**src/rtl/fetch_pkg.sv**
```systemverilog
// rtl/fetch_pkg.sv - shared constants and decode helpers for the fetch front end
package fetch_pkg;
  localparam int ADDR_W_DEF = 12;
  localparam int OPC_HI     = 31;
  localparam int OPC_LO     = 27;
  localparam int JT_HI      = 26;
  localparam int JT_LO      = 0;
  localparam logic [4:0] OPC_J = 5'b00001;
  localparam int BUF_DEPTH  = 2;
  localparam int CNT_W      = $clog2(BUF_DEPTH + 1);

  function automatic logic is_jump(input logic [31:0] instr);
    return instr[OPC_HI:OPC_LO] == OPC_J;
  endfunction
endpackage

```
**src/rtl/fetch_stage_if.sv**
```systemverilog
// rtl/fetch_stage_if.sv - fetch-to-decode handshake bundle
interface fetch_stage_if #(parameter int ADDR_W = fetch_pkg::ADDR_W_DEF);
  logic              dec_valid;
  logic              dec_ready;
  logic [31:0]       dec_instr;
  logic [ADDR_W-1:0] dec_pc;
  logic [ADDR_W-1:0] dec_pc_plus1;

  modport master (output dec_valid, dec_instr, dec_pc, dec_pc_plus1, input dec_ready);
  modport slave  (input dec_valid, dec_instr, dec_pc, dec_pc_plus1, output dec_ready);
endinterface

```
**src/rtl/fetch_skid_buf.sv**
```systemverilog
// rtl/fetch_skid_buf.sv - 2-entry instruction FIFO with registered head and flush
module fetch_skid_buf
  import fetch_pkg::*;
#(
  parameter int ADDR_W = ADDR_W_DEF
) (
  input  logic              clock,
  input  logic              reset_n,
  input  logic              flush_i,
  input  logic              push_i,
  input  logic [31:0]       push_instr_i,
  input  logic [ADDR_W-1:0] push_pc_i,
  input  logic              pop_i,
  output logic [31:0]       head_instr_o,
  output logic [ADDR_W-1:0] head_pc_o,
  output logic [CNT_W-1:0]  count_o
);
  logic [31:0]       head_instr_q, head_instr_d, tail_instr_q, tail_instr_d;
  logic [ADDR_W-1:0] head_pc_q, head_pc_d, tail_pc_q, tail_pc_d;
  logic [CNT_W-1:0]  count_q, count_d;

  // pop is only asserted with a non-empty buffer; push is never issued into a full one
  always_comb begin
    head_instr_d = head_instr_q;
    head_pc_d    = head_pc_q;
    tail_instr_d = tail_instr_q;
    tail_pc_d    = tail_pc_q;
    count_d      = count_q;
    if (flush_i) begin
      count_d = '0;
    end else begin
      case ({push_i, pop_i})
        2'b10: begin
          if (count_q == '0) begin
            head_instr_d = push_instr_i;
            head_pc_d    = push_pc_i;
          end else begin
            tail_instr_d = push_instr_i;
            tail_pc_d    = push_pc_i;
          end
          count_d = count_q + CNT_W'(1);
        end
        2'b01: begin
          head_instr_d = tail_instr_q;
          head_pc_d    = tail_pc_q;
          count_d      = count_q - CNT_W'(1);
        end
        2'b11: begin
          if (count_q == CNT_W'(1)) begin
            head_instr_d = push_instr_i;
            head_pc_d    = push_pc_i;
          end else begin
            head_instr_d = tail_instr_q;
            head_pc_d    = tail_pc_q;
            tail_instr_d = push_instr_i;
            tail_pc_d    = push_pc_i;
          end
        end
        default: ;
      endcase
    end
  end

  always_ff @(posedge clock or negedge reset_n) begin
    if (!reset_n) begin
      head_instr_q <= '0;
      head_pc_q    <= '0;
      tail_instr_q <= '0;
      tail_pc_q    <= '0;
      count_q      <= '0;
    end else begin
      head_instr_q <= head_instr_d;
      head_pc_q    <= head_pc_d;
      tail_instr_q <= tail_instr_d;
      tail_pc_q    <= tail_pc_d;
      count_q      <= count_d;
    end
  end

  assign head_instr_o = head_instr_q;
  assign head_pc_o    = head_pc_q;
  assign count_o      = count_q;
endmodule

```
**src/rtl/fetch_stage.sv**
```systemverilog
// rtl/fetch_stage.sv - PC, imem issue, redirect and halt logic; FETCH_HALT_DETECT_EN enables self-loop halt
module fetch_stage
  import fetch_pkg::*;
#(
  parameter int                ADDR_W   = ADDR_W_DEF,
  parameter logic [ADDR_W-1:0] RESET_PC = '0
) (
  input  logic              clock,
  input  logic              reset_n,
  output logic [ADDR_W-1:0] address_imem,
  input  logic [31:0]       q_imem,
  input  logic              redirect_valid,
  input  logic [ADDR_W-1:0] redirect_pc,
  fetch_stage_if.master     dec,
  output logic              halted
);
  logic [ADDR_W-1:0] pc_q, pc_d, inflight_pc_q, inflight_pc_d;
  logic              inflight_q, inflight_d, tag_q, tag_d, epoch_q, epoch_d;
  logic [CNT_W-1:0]  count;
  logic [CNT_W:0]    occupancy;
  logic              accept, issue, push, flush, halt_w;

  assign dec.dec_valid    = (count != '0);
  assign dec.dec_pc_plus1 = dec.dec_pc + ADDR_W'(1);
  assign accept           = dec.dec_valid && dec.dec_ready;
  assign address_imem     = pc_q;

  // words held after this cycle plus the one still in the imem pipe must fit the buffer
  assign occupancy = {1'b0, count} - {{CNT_W{1'b0}}, accept} + {{CNT_W{1'b0}}, inflight_q};
  assign flush     = redirect_valid && !halt_w;
  assign issue     = !halt_w && !redirect_valid && (occupancy < (CNT_W+1)'(BUF_DEPTH));
  assign push      = inflight_q && (tag_q == epoch_q) && !flush && !halt_w;

  always_comb begin
    pc_d          = pc_q;
    inflight_d    = issue;
    inflight_pc_d = inflight_pc_q;
    tag_d         = tag_q;
    epoch_d       = epoch_q;
    if (issue) begin
      pc_d          = pc_q + ADDR_W'(1);
      inflight_pc_d = pc_q;
      tag_d         = epoch_q;
    end
    if (flush) begin
      pc_d    = redirect_pc;
      epoch_d = ~epoch_q;
    end
  end

  always_ff @(posedge clock or negedge reset_n) begin
    if (!reset_n) begin
      pc_q          <= RESET_PC;
      inflight_q    <= 1'b0;
      inflight_pc_q <= '0;
      tag_q         <= 1'b0;
      epoch_q       <= 1'b0;
    end else begin
      pc_q          <= pc_d;
      inflight_q    <= inflight_d;
      inflight_pc_q <= inflight_pc_d;
      tag_q         <= tag_d;
      epoch_q       <= epoch_d;
    end
  end

`ifdef FETCH_HALT_DETECT_EN
  logic halted_q, halted_d;

  // a jump to its own address that decode has taken marks end of program
  always_comb begin
    halted_d = halted_q;
    if (accept && is_jump(dec.dec_instr) && (dec.dec_instr[ADDR_W-1:0] == dec.dec_pc))
      halted_d = 1'b1;
  end

  always_ff @(posedge clock or negedge reset_n) begin
    if (!reset_n) halted_q <= 1'b0;
    else          halted_q <= halted_d;
  end

  assign halt_w = halted_q;
`else
  assign halt_w = 1'b0;
`endif

  assign halted = halt_w;

  fetch_skid_buf #(.ADDR_W(ADDR_W)) u_buf (
    .clock        (clock),
    .reset_n      (reset_n),
    .flush_i      (flush),
    .push_i       (push),
    .push_instr_i (q_imem),
    .push_pc_i    (inflight_pc_q),
    .pop_i        (accept),
    .head_instr_o (dec.dec_instr),
    .head_pc_o    (dec.dec_pc),
    .count_o      (count)
  );
endmodule

```
**src/flat_wrapper.sv**
```systemverilog
// flat-port wrapper written by rule: the top's interface ports become plain ports
module fetch_stage_flat import fetch_pkg::*;
#(
  parameter int                ADDR_W   = ADDR_W_DEF,
  parameter logic [ADDR_W-1:0] RESET_PC = '0
)
  (clock, reset_n, address_imem, q_imem, redirect_valid, redirect_pc, halted, dec_dec_valid, dec_dec_instr, dec_dec_pc, dec_dec_pc_plus1, dec_dec_ready);
  fetch_stage_if #(.ADDR_W(ADDR_W)) dec_i ();
  input  logic clock;
  input  logic reset_n;
  output logic [ADDR_W-1:0] address_imem;
  input  logic [31:0] q_imem;
  input  logic redirect_valid;
  input  logic [ADDR_W-1:0] redirect_pc;
  output logic halted;
  output wire logic [$bits(dec_i.dec_valid)-1:0] dec_dec_valid;
  output wire logic [$bits(dec_i.dec_instr)-1:0] dec_dec_instr;
  output wire logic [$bits(dec_i.dec_pc)-1:0] dec_dec_pc;
  output wire logic [$bits(dec_i.dec_pc_plus1)-1:0] dec_dec_pc_plus1;
  input wire logic [$bits(dec_i.dec_ready)-1:0] dec_dec_ready;
  assign dec_dec_valid = dec_i.dec_valid;
  assign dec_dec_instr = dec_i.dec_instr;
  assign dec_dec_pc = dec_i.dec_pc;
  assign dec_dec_pc_plus1 = dec_i.dec_pc_plus1;
  assign dec_i.dec_ready = dec_dec_ready;
  fetch_stage #(.ADDR_W(ADDR_W), .RESET_PC(RESET_PC)) u_core (.clock(clock), .reset_n(reset_n), .address_imem(address_imem), .q_imem(q_imem), .redirect_valid(redirect_valid), .redirect_pc(redirect_pc), .dec(dec_i), .halted(halted));
endmodule
```
**config.mk**
```make
export PLATFORM = sky130hd
export DESIGN_NAME = fetch_stage_flat
export DESIGN_NICKNAME = d
export VERILOG_FILES = /design/src/rtl/fetch_pkg.sv /design/src/rtl/fetch_stage_if.sv /design/src/rtl/fetch_skid_buf.sv /design/src/rtl/fetch_stage.sv /design/src/flat_wrapper.sv
export SDC_FILE = /design/constraint.sdc
export NUM_CORES = 1
export LEC_CHECK = 0
export BUFFER_PORTS_ARGS = -buffer_cell sky130_fd_sc_hd__buf_2
export CELL_PAD_IN_SITES_DETAIL_PLACEMENT = 1
export CELL_PAD_IN_SITES_GLOBAL_PLACEMENT = 1
export CORE_AREA = 8 8 119 121
export CTS_BUF_LIST = sky130_fd_sc_hd__clkbuf_8
export CTS_CLUSTER_DIAMETER = 50
export DETAILED_ROUTE_END_ITERATION = 10
export DIE_AREA = 0 0 127 129
export PLACE_DENSITY = 0.92
export SKIP_LAST_GASP = 1
export SLEW_MARGIN = 20
export SYNTH_ARGS = -nofsm -noshare
export SYNTH_HDL_FRONTEND = slang
export SYNTH_SLANG_ARGS = --single-unit
```
**constraint.sdc**
```tcl
create_clock -name clock -period 5.5 [get_ports clock]
set_input_delay 1.1 -clock clock [delete_from_list [all_inputs] [get_ports clock]]
set_output_delay 1.1 -clock clock [all_outputs]
set_load 0.01 [all_outputs]
```
Yosys cells after proc, flatten, opt, wreduce, memory -nomap -nowiden
Index checks and enable logic that the tools add are counted.
- add/subtract/negate cells: 6
- reductions and logical operators: 13
- muxes and demuxes: 16
- eq/ne operators: 8
- order comparisons: 1
- bitwise operators: 2
- operators with widths (operator ; number):
    two-way mux 32 bit ; 4
    one-hot mux 32 bit (3 select lines) ; 1
    two-way mux 12 bit ; 6
    one-hot mux 32 bit (2 select lines) ; 1
    one-hot mux 12 bit (3 select lines) ; 1
    adder 12 x 1 -> 12 bit, second input constant ; 2
    one-hot mux 12 bit (2 select lines) ; 1
    inequality test 2 bit, second input constant ; 3
    nonzero test 2 bit ; 3
    nonzero test 3 bit ; 2
    == test 2 x 1 -> 1 bit, second input constant ; 2
    == test 2 bit, second input constant ; 2
    logical AND 1 bit ; 4
    one-hot mux 2 bit (2 select lines) ; 1
    AND reduction 4 bit ; 1
    adder 3 x 1 -> 3 bit ; 1
    < comparator 3 x 2 -> 1 bit, second input constant ; 1
    AND reduction 3 bit ; 1
    subtractor 2 x 1 -> 3 bit ; 1
    adder 2 x 1 -> 2 bit, second input constant ; 1
    logical NOT 2 bit ; 1
    two-way mux 2 bit ; 1
    NOT 1 bit ; 2
    subtractor 2 x 1 -> 2 bit, second input constant ; 1
    other kinds (2) ; 2
- word-level logic and storage cells: 56
- register bits: 117
- bits of input ports: 48

Logic depth before layout (Yosys ltp)
Gate-level depths: netlist of the first run.
- depth in word-level cells: 8
- depth in mapped cells: 13
- gate-level depth less buffers: 10

By module
A second synthesis of the first run with hierarchy kept.
- cell total of the unflattened synthesis: 398
- area, all modules: 5756.8 µm²
- modules (own cells, without submodules) (module ; times used ; cells each ; area each (µm²) ; sequential area each (µm²)):
    fetch_skid_buf ; 1 ; 254 ; 4196.5 ; 2252.2
    fetch_stage ; 1 ; 144 ; 1560.2 ; 675.6

Worst setup path after synthesis of the first run
No wires, ideal clock.
- kind: input-to-reg
- from: input dec_dec_ready
- to: register u_core.inflight_pc_q[2]
- library setup time: 128 ps
- arrival: 3638 ps
- buffers on the path: 3
- setup slack: 1735 ps
- stages: 11
- path through: nand2b_1 buf_4 clkbuf_1 and2_1 o21ai_0 fa_1 xnor2_1 nand2_1 nor2_2 buf_4 mux2_1
- cells in the longest elaborated chain, start to end: 5
- ends and longest elaborated chain (what ; line ; RTL):
    start, declared ; flat_wrapper.sv:20 ; input wire logic [$bits(dec_i.dec_ready)-1:0] dec_dec_ready;
    logical AND 1 bit ; fetch_stage.sv:25 ; assign accept = dec.dec_valid && dec.dec_ready;
    subtractor 2 x 1 -> 3 bit ; fetch_stage.sv:29 ; assign occupancy = {1'b0, count} - {{CNT_W{1'b0}}, accept} + {{CNT_W{1'b0}}, inflight_q};
    adder 3 x 1 -> 3 bit ; fetch_stage.sv:29 ;
    < comparator 3 x 2 -> 1 bit ; fetch_stage.sv:31 ; assign issue = !halt_w && !redirect_valid && (occupancy < (CNT_W+1)'(BUF_DEPTH));
    logical AND 1 bit ; fetch_stage.sv:31 ;
    named net u_core.inflight_d ; fetch_stage.sv:18 ; logic inflight_q, inflight_d, tag_q, tag_d, epoch_q, epoch_d;
    end signal, assigned ; fetch_stage.sv:61 ; inflight_pc_q <= inflight_pc_d;
    end, declared ; fetch_stage.sv:17 ; logic [ADDR_W-1:0] pc_q, pc_d, inflight_pc_q, inflight_pc_d;
The timed path passes the listed nets, and every way through them passes these cells.
A chain may end at the register's enable or synchronous reset.

Worst setup path in the final report of the first run
- from: register u_core.u_buf.count_q[1], in the netlist u_core.u_buf.count_o[1]
- to: register u_core.inflight_pc_q[7]
- cells in the longest elaborated chain, start to end: 6
- ends and longest elaborated chain (what ; line ; RTL):
    start, declared ; fetch_skid_buf.sv:20 ; logic [CNT_W-1:0] count_q, count_d;
    start signal, assigned ; fetch_skid_buf.sv:76 ; count_q <= count_d;
    nonzero test 2 bit ; fetch_stage.sv:23 ; assign dec.dec_valid = (count != '0);
    logical AND 1 bit ; fetch_stage.sv:25 ;
    subtractor 2 x 1 -> 3 bit * ; fetch_stage.sv:29 ;
    adder 3 x 1 -> 3 bit * ; fetch_stage.sv:29 ;
    < comparator 3 x 2 -> 1 bit * ; fetch_stage.sv:31 ;
    logical AND 1 bit * ; fetch_stage.sv:31 ;
Every way passes the cells marked *; elsewhere a longest branch is shown, timed or not.

==> results of run 1 <==
-- kinds of logic after synthesis --
family	after synthesis	synth area share [%]
AOI/OAI and AO/OA	105	11.3
xor gates and xnor gates	25	4.03
adders and majority gates	5	1.19
buffers and inverters	40	3.38
DFF	117	49.7
muxes	103	22.2
other	1	0.0636
and+or+nand+nor	104	8.11
-- flip-flops by register name, indices dropped and copies added (netlist names), 2 cells and up --
name                       flops
u_core.u_buf.head_pc_o        12
u_core.u_buf.head_instr_o     32
u_core.u_buf.tail_pc_q        12
u_core.address_imem           12
u_core.inflight_pc_q          12
u_core.u_buf.count_o           2
u_core.u_buf.tail_instr_q     32
-- final cells by class --
cell class                 count  area, um2
fill                        1341       5310
sequential                   117       2930
multi-input combinational    343       2780
timing repair buffer         121        621
clock buffer                  20        275
tap                          150        188
clock inverter                12        184
inverter                       7       26.3
-- power breakdown --
group / internal [mW] / switching [mW] / leakage, nW / total, mW
sequential: 1.23 / 0.322 / 1.48 / 1.55
combinational: 0.779 / 0.823 / 1.82 / 1.60
clock: 0.568 / 0.347 / 0.242 / 0.916
-- per-layer routing --
layer	vias up	wire length [um]	track usage (%)
li1	2004	-	-
met1	2279	6760	23.5
met3	19	771	6.04
met2	125	8410	36.6
met5	-	0	0
met4	0	177	6.16
-- worst min path at each step --
stage / from / slack (ns) / end / cells past startpoint
after floorplan: u_core.u_buf.tail_instr_q[0]$_DFFE_PN0P_ / 0.46 / u_core.u_buf.tail_instr_q[0]$_DFFE_PN0P_ / 1
after global placement: u_core.u_buf.head_instr_o[11]$_DFFE_PN0P_ / 0.46 / u_core.u_buf.head_instr_o[11]$_DFFE_PN0P_ / 2
after detailed placement: u_core.u_buf.head_instr_o[10]$_DFFE_PN0P_ / 0.47 / u_core.u_buf.head_instr_o[10]$_DFFE_PN0P_ / 2
after CTS: u_core.u_buf.head_instr_o[10]$_DFFE_PN0P_ / 0.49 / u_core.u_buf.head_instr_o[10]$_DFFE_PN0P_ / 2
after global routing: u_core.u_buf.head_instr_o[10]$_DFFE_PN0P_ / 0.52 / u_core.u_buf.head_instr_o[10]$_DFFE_PN0P_ / 2
final: u_core.u_buf.head_instr_o[18]$_DFFE_PN0P_ / 0.48 / u_core.u_buf.head_instr_o[18]$_DFFE_PN0P_ / 2
-- through the flow --
step	hold WS (ns)	setup slack [ns]	area (um2)	instances
floorplan	0.460	1.73	5890	500
global placement	0.462	1.84	6550	738
detailed placement	0.473	1.65	6550	738
CTS	0.489	1.83	7000	770
global route	0.518	1.53	7000	770
finish	0.485	1.85	7000	770
-- Yosys cell counts, drive strengths merged --
cell,number
a22oi,43
buf,14
nor4,1
ha,4
a2bb2oi,1
a311o,2
clkbuf,19
nor4b,1
dfrtp,117
a221oi,1
and3,6
nand4,6
a211o,1
conb,1
and2b,1
a311oi,2
nor2,7
and4,2
xor2,10
xnor2,15
nor2b,1
nand2b,1
nor3,2
and3b,1
nand3,13
inv,7
mux2i,1
fa,1
and2,1
nand2,61
o21ai,53
mux2,102
a21oi,2
-- worst min-delay path: cells and delay by family (launching register included) --
| family | cells | cell delay [ns] |
|---|---|---|
| and+or+nand+nor | 1 | 0.05 |
| DFF | 1 | 0.34 |
| AOI/OAI and AO/OA | 1 | 0.06 |
==> metrics, run 1 <==
status=finished clean; initial drt markers=242; Die ar.=16,400 um2; io pins=118; Worst Path Max Fanout=14; number of setup buffers added after CTS=0; CTS Hold Bufs=0; CP bufs+invs=1; Post-Route WL=16,100 um; Syn Area/Cell=11.8 um2; Yosys reg bits=117; RSZ-0062 raised after global routing=false; die width=127 um; Initial Util=47.9%; CP arrival=3.96 ns; Critical Path Sink Type=flip-flop; Slew @ Worst Pin=0.906 ns; DRC viols=0; Slew Limit Fails=0; # diodes=0; reg2reg setup slack=1.85 ns; TritonRoute pass-1 iters=4; vias post-DR=4,427; Root Buffer=clkbuf_8; YS warnings=0; TritonCTS clock tree=yes; Synth Instances=500; initial antenna violation count=0; crit path time final=3.65 ns; Power per Cell Area=580 nW/um2; Core Util, Final=56.9%; final hold violation count=0; CTS sink cnt=117; CORE AREA=12,300 um2; final net count=660; CP peak stage delay=0.61 ns; Worst Setup EP=u_core.inflight_pc_q[7]$_DFFE_PN0P_; setup TNS=0 ns; Yosys cell types=42; Vias/cell=5.75; wire per inst=20.9 um; commonest non-fill, non-tap cell in the layout=dfrtp_1; reg2reg end=u_core.inflight_pc_q[7]$_DFFE_PN0P_; crit share post-route=66.3%; std cell rows=41; area fraction of the dominant cell type after synthesis=49.7%; total power=4.07 mW; Leak=3.54 nW; max-cap check violation count=0; largest net degree at the start of global routing=67; post-CTS sizing=0; GPL Wtd Cong=0.828; Bufs on Longest Clock Path=2; Max-Slew Margin vs Limit=39.6%; critical path data required time=5.82 ns; Port Buffers=116; vias in the first global route=5,027; post-synthesis cell area=5890 um2; # H-tree levels=4; post-synth top area cell=dfrtp_1; P&R area growth vs syn=18.9%; kind of critical path=reg2reg; Skew-Pair Late Insertion Delay=0.44 ns; top post-synthesis cells by area=dfrtp_1 (50%), mux2_4 (10%), mux2_2 (8.4%), a22oi_1 (5.5%), nand2_1 (3.8%); grt ovf=0; f_max=274 MHz; reg2reg start=u_core.u_buf.count_o[1]$_DFFE_PN0P_; Final Setup Violations=0; R2R depth=10; maximum vdd drop=253 uV; HPWL Detailed=10,900 um; die height=129 um; Detail Route Antenna Nets=0; global-route wire length before repair=26,700 um; CP delay by family, top=simple AND/OR/NAND/NOR gates; slowest CP cell=nor2_2; most frequent cells in the layout=dfrtp_1 (117), buf_2 (115), nand2_1 (60), mux2_2 (44), o21ai_1 (44); Layout Skew=0.00560 ns; crit path launch type=flip-flop; sequential share of the synthesized area=49.7%; Critical path origin=u_core.u_buf.count_o[1]$_DFFE_PN0P_; Critical Path Stages=10; crit-path cells=inv_1 > ha_1 > nand2b_2 > nor2_1 > o21ai_0 > fa_1 > xnor2_1 > nand2_1 > nor2_2 > mux2_1; Clock Pin Slew Worst Setup and Hold Paths=0.07 ns; Num CTS Buffers=17; proportion of layout cells with a drive suffix above 1=38.9%; GRT Total Usage=20.6%; Mapped Nets=553; HP Class=reg2reg
Note: power is estimated with default switching activity, not from simulation.
==> inputs of run 2 (changes only) <==
--- a/config.mk
+++ b/config.mk
@@ -8,12 +8,12 @@
 export BUFFER_PORTS_ARGS = -buffer_cell sky130_fd_sc_hd__buf_2
 export CELL_PAD_IN_SITES_DETAIL_PLACEMENT = 1
 export CELL_PAD_IN_SITES_GLOBAL_PLACEMENT = 1
-export CORE_AREA = 8 8 119 121
+export CORE_AREA = 8 8 124 126
 export CTS_BUF_LIST = sky130_fd_sc_hd__clkbuf_8
 export CTS_CLUSTER_DIAMETER = 50
 export DETAILED_ROUTE_END_ITERATION = 10
-export DIE_AREA = 0 0 127 129
-export PLACE_DENSITY = 0.92
+export DIE_AREA = 0 0 132 134
+export PLACE_DENSITY = 0.86
 export SKIP_LAST_GASP = 1
 export SLEW_MARGIN = 20
 export SYNTH_ARGS = -nofsm -noshare
==> constraint.sdc (replaced) <==
create_clock -name clock -period 3.5 [get_ports clock]
set_input_delay 0.7 -clock clock [delete_from_list [all_inputs] [get_ports clock]]
set_output_delay 0.7 -clock clock [all_outputs]
set_load 0.01 [all_outputs]
==> metrics, run 2 (synthesized netlist as in run 1, its figures left out) <==
status=finished clean; Port Buffers=116; wire per inst=18.7 um; Skew-Pair Late Insertion Delay=0.43 ns; die height=134 um; HP Class=in2async; GRT Total Usage=17.3%; f_max=324 MHz; Final Setup Violations=0; HPWL Detailed=10,400 um; Layout Skew=0.00816 ns; Placed Area=6660 um2; GPL Wtd Cong=0.862; Num CTS Buffers=17; Power per Cell Area=876 nW/um2; dpl ws=0.433 ns; CTS Hold Bufs=0; Root Buffer=clkbuf_8; critical path data required time=3.80 ns; CTS sink cnt=117; Detail Route Antenna Nets=0; Critical Path Sink Type=flip-flop; Filler Cell Count=1,474; TritonCTS clock tree=yes; reg2reg setup slack=0.42 ns; io pins=118; crit path time final=3.08 ns; max-cap check violation count=0; post-route cell area=7070 um2; proportion of layout cells with a drive suffix above 1=39.7%; maximum vdd drop=444 uV; Post-Route WL=15,100 um; met3 Track Usage GR=4.53%; Clock Pin Slew Worst Setup and Hold Paths=0.07 ns; die width=132 um; DRC viols=0; # diodes=0; total power=6.19 mW; GR peak layer=met2; post-CTS sizing=0; Worst Path Max Fanout=14; Slew Limit Fails=0; Bufs on Longest Clock Path=2; global-route wire length before repair=25,000 um; worst setup margin=0.416 ns; # H-tree levels=4; final hold violation count=0; kind of critical path=reg2reg; initial antenna violation count=0; Initial Util=43.6%; setup TNS=0 ns; Vias/cell=5.43; reg2reg start=u_core.u_buf.count_o[1]$_DFFE_PN0P_; Max-Slew Margin vs Limit=52.8%; grt ovf=0; TritonRoute pass-1 iters=6; most frequent cells in the layout=dfrtp_1 (117), buf_2 (115), nand2_1 (60), mux2_2 (44), o21ai_1 (44); crit path launch type=flip-flop; Core Util, Final=52.3%; final net count=665; Finished Layout Cells=805; P&R area growth vs syn=19.9%; largest net degree at the start of global routing=89; worst hold slack=0.289 ns; reg2reg end=u_core.inflight_pc_q[0]$_DFFE_PN0P_; number of setup buffers added after CTS=0; crit share post-route=88.1%; met2 Resource Use GR=29.8%; vias in the first global route=4,904; Die ar.=17,700 um2; CORE AREA=13,500 um2; RSZ-0062 raised after global routing=false; placed cells=773; vias post-DR=4,371; commonest non-fill, non-tap cell in the layout=dfrtp_1; met1 Resource Use GR=20.5%; std cell rows=43; Leak=3.56 nW; Slew @ Worst Pin=0.709 ns; R2R depth=12; initial drt markers=206; CP arrival=3.39 ns
## run 2: area by class of cell
class	count	area, um2	share of cell area [%]
multi-input combinational	343	2780	39.4
inverter	7	26.3	0.372
sequential	117	2930	41.4
timing repair buffer	126	696	9.84
clock inverter	12	134	1.89
clock buffer	20	275	3.90
tap	180	225	3.19
## run 2: report_power, final
part | leakage, nW | total, mW | switching (mW) | internal, mW
Clock | 0.223 | 1.27 | 0.522 | 0.748
Sequential | 1.48 | 2.41 | 0.485 | 1.92
Combinational | 1.87 | 2.51 | 1.25 | 1.26
Total | 3.56 | 6.19 | 2.25 | 3.94
## run 2: how the worst max path moves through the flow
stage                                                   start                                   end
final                     u_core.u_buf.count_o[1]$_DFFE_PN0P_   u_core.inflight_pc_q[0]$_DFFE_PN0P_
after global placement    u_core.u_buf.count_o[1]$_DFFE_PN0P_  u_core.inflight_pc_q[11]$_DFFE_PN0P_
after detailed placement  u_core.u_buf.count_o[1]$_DFFE_PN0P_   u_core.inflight_pc_q[3]$_DFFE_PN0P_
after floorplan           u_core.u_buf.count_o[1]$_DFFE_PN0P_   u_core.inflight_pc_q[2]$_DFFE_PN0P_
after CTS                 u_core.u_buf.count_o[1]$_DFFE_PN0P_   u_core.inflight_pc_q[0]$_DFFE_PN0P_
after global routing      u_core.u_buf.count_o[1]$_DFFE_PN0P_   u_core.inflight_pc_q[1]$_DFFE_PN0P_
## run 2: per-layer routing
| metal | routed length [um] | share of wire, % |
|---|---|---|
| met5 | 0 | 0 |
| met4 | 209 | 1.4 |
| met3 | 557 | 3.7 |
| met2 | 7770 | 52 |
| met1 | 6530 | 43 |
## run 2: worst max-delay path, stage by stage (launching register included)
cell and delay [ns]:
dfrtp_1 0.50, inv_1 0.12, ha_1 0.25, nand2b_2 0.22, nor2_1 0.18, o21ai_0 0.14, fa_1 0.43, xnor2_1 0.15
buf_4 0.16, nand2_1 0.13, nor2_2 0.10, buf_4 0.22, mux2_1 0.35
==> inputs of run 3 (changes only) <==
--- a/config.mk
+++ b/config.mk
@@ -8,14 +8,17 @@
 export BUFFER_PORTS_ARGS = -buffer_cell sky130_fd_sc_hd__buf_2
 export CELL_PAD_IN_SITES_DETAIL_PLACEMENT = 1
 export CELL_PAD_IN_SITES_GLOBAL_PLACEMENT = 1
-export CORE_AREA = 8 8 124 126
+export CORE_AREA = 8 8 121 123
 export CTS_BUF_LIST = sky130_fd_sc_hd__clkbuf_8
 export CTS_CLUSTER_DIAMETER = 50
 export DETAILED_ROUTE_END_ITERATION = 10
-export DIE_AREA = 0 0 132 134
+export DIE_AREA = 0 0 129 131
 export PLACE_DENSITY = 0.86
+export REMOVE_ABC_BUFFERS = 1
+export SKIP_CTS_REPAIR_TIMING = 1
 export SKIP_LAST_GASP = 1
 export SLEW_MARGIN = 20
 export SYNTH_ARGS = -nofsm -noshare
 export SYNTH_HDL_FRONTEND = slang
+export SYNTH_HIERARCHICAL = 1
 export SYNTH_SLANG_ARGS = --single-unit
==> metrics, run 3 <==
kind of critical path=reg2reg; Vias/cell=5.12; HP Class=in2async; # diodes=0; setup TNS=0 ns; Root Buffer=clkbuf_8; crit-path cells=or2_2 > and2_1 > ha_1 > nand2b_1 > fa_1 > nand3_1 > nor4_1 > xor2_1 > mux2_2; die height=131 um; Slew Limit Fails=0; f_max=305 MHz; P&R area growth vs syn=19.7%; RSZ-0062 raised after global routing=false; HPWL Detailed=9750 um; Post-synth EDFFs=0; Post-synth top cells=dfrtp_1 (117), mux2_2 (90), mux2_4 (49), nand2_1 (16), xnor2_1 (16); commonest non-fill, non-tap cell in the layout=dfrtp_1; most frequent cells in the layout=dfrtp_1 (117), buf_2 (115), mux2_2 (90), mux2_4 (49), clkbuf_8 (21); CORE AREA=12,900 um2; CP arrival=3.60 ns; crit path launch type=flip-flop; status=finished clean; post-route cell area=6890 um2; Critical Path Stages=9; GRT Total Usage=17.2%; Num CTS Buffers=17; Synth Instances=398; io pins=118; largest net degree at the start of global routing=70; die width=129 um; maximum vdd drop=555 uV; top_reg_cell synth=dfrtp_1; sequential share of the synthesized area=50.9%; Clock Pin Slew Worst Setup and Hold Paths=0.07 ns; GR peak layer=met2; most frequent cell after synthesis=dfrtp_1; GPL Wtd Cong=0.864; Port Buffers=116; CTS sink cnt=117; # H-tree levels=4; Core Util, Final=53.5%; crit path time final=3.28 ns; post-synthesis cell area=5760 um2; global-route wire length before repair=22,400 um; reg2reg setup slack=0.22 ns; Bufs on Longest Clock Path=2; Yosys reg bits=117; TritonCTS clock tree=yes; met2 Resource Use GR=29.0%; post-synth top area cell=dfrtp_1; slowest CP cell=fa_1; Initial Util=44.7%; area fraction of the dominant cell type after synthesis=50.9%; Detail Route Antenna Nets=0; final net count=574; std cell rows=42; Die ar.=16,900 um2; TritonRoute pass-1 iters=5; Skew-Pair Late Insertion Delay=0.43 ns; CP delay by family, top=simple AND/OR/NAND/NOR gates; ys async rst share=100%; critical path data required time=3.82 ns; CP peak stage delay=0.60 ns; Layout Skew=0.00808 ns; CP bufs+invs=0; met3 Track Usage GR=5.48%; max-cap check violation count=0; Power per Cell Area=909 nW/um2; wire per inst=19.3 um; Max-Slew Margin vs Limit=40.5%; grt ovf=0; Placed Area=6470 um2; initial antenna violation count=0; proportion of layout cells with a drive suffix above 1=56.5%; YS warnings=6; vias post-DR=3,618; R2R depth=9; Post-Route WL=13,600 um; Yosys cell types=40; met1 Resource Use GR=20.3%; DRC viols=0; initial drt markers=164; final hold violation count=0; vias in the first global route=4,184; Final Setup Violations=0; Critical Path Sink Type=flip-flop; top post-synthesis cells by area=dfrtp_1 (51%), mux2_2 (18%), mux2_4 (13%), xnor2_1 (2.4%), buf_6 (2.2%); total power=6.27 mW; Syn Area/Cell=14.5 um2; Leak=3.40 nW; Worst Path Max Fanout=8; Slew @ Worst Pin=0.892 ns; crit share post-route=93.8%
[run 3: cell types whose count changed in the layout (fill, tap and decap cells not counted), sizes merged, moves of 4 or more]
cell,change
o21ai,-44
a22oi,-43
nand2,-45
nand3,-5
mux2,+44
clkinv,-4
[run 3: layer usage]
| layer | vias up | share of wire, % | wire length (um) |
|---|---|---|---|
| li1 | 1646 | - | - |
| met1 | 1850 | 42 | 5750 |
| met2 | 110 | 50 | 6810 |
| met3 | 12 | 6.7 | 918 |
| met4 | 0 | 1.0 | 137 |
| met5 | - | 0 | 0 |
[run 3: power breakdown]
part,internal (mW),switching [mW],leakage [nW]
clock,0.768,0.525,0.215
sequential,1.93,0.454,1.47
combinational,1.45,1.14,1.72
total,4.15,2.11,3.40
[run 3: per-stage QoR]
step | worst slack [ns] | cells | hold WS, ns
2_1_floorplan | 0.161 | 377 | 0.404
3_3_place_gp | 0.296 | 676 | 0.481
3_5_place_dp | 0.168 | 676 | 0.492
4_1_cts | 0.192 | 707 | 0.397
5_1_grt | 0.0535 | 707 | 0.436
6_report | 0.218 | 707 | 0.389
[run 3: path summary, 6_finish.rpt]
| check | start | endpoint |
|---|---|---|
| setup / recovery | u_core/u_buf/count_o[1]$_DFFE_PN0P_ | u_core/address_imem[9]$_DFFE_PN0P_ |
| hold / removal | reset_n | u_core/u_buf/tail_instr_q[24]$_DFFE_PN0P_ |
| setup reg to reg | u_core/u_buf/count_o[1]$_DFFE_PN0P_ | u_core/address_imem[9]$_DFFE_PN0P_ |
| hold reg to reg | u_core/u_buf/head_instr_o[28]$_DFFE_PN0P_ | u_core/u_buf/head_instr_o[28]$_DFFE_PN0P_ |
| max in group asynchronous | reset_n | u_core/u_buf/tail_pc_q[10]$_DFFE_PN0P_ |
| min in group clock | redirect_pc[2] | u_core/address_imem[2]$_DFFE_PN0P_ |
[run 3: cell type report]
cell class	count	area, um2
Multi-Input combinational cell	253	2610
Tap cell	176	220
Inverter	7	26.3
Clock buffer	21	289
Clock inverter	10	129
Timing Repair Buffer	123	686
Sequential cell	117	2930
Fill cell	1337	5980
[run 3: worst register-to-register path, delay by kind of cell (launching register included)]
| family | cells | cell delay, ns |
|---|---|---|
| and+or+nand+nor | 5 | 1.39 |
| muxes | 1 | 0.28 |
| DFF | 1 | 0.46 |
| adders and majority gates | 2 | 0.90 |
| xor gates and xnor gates | 1 | 0.14 |
[run 3: logic make-up after synthesis]
group           Yosys count  synth area share [%]
xor+xnor                 24                  3.78
compound gates           15                  1.98
flops                   117                  50.9
fa+ha+maj                 7                  1.65
simple gates             58                  5.80
other cells               1                0.0651
buf+inv                  28                  3.76
mux                     148                  32.1
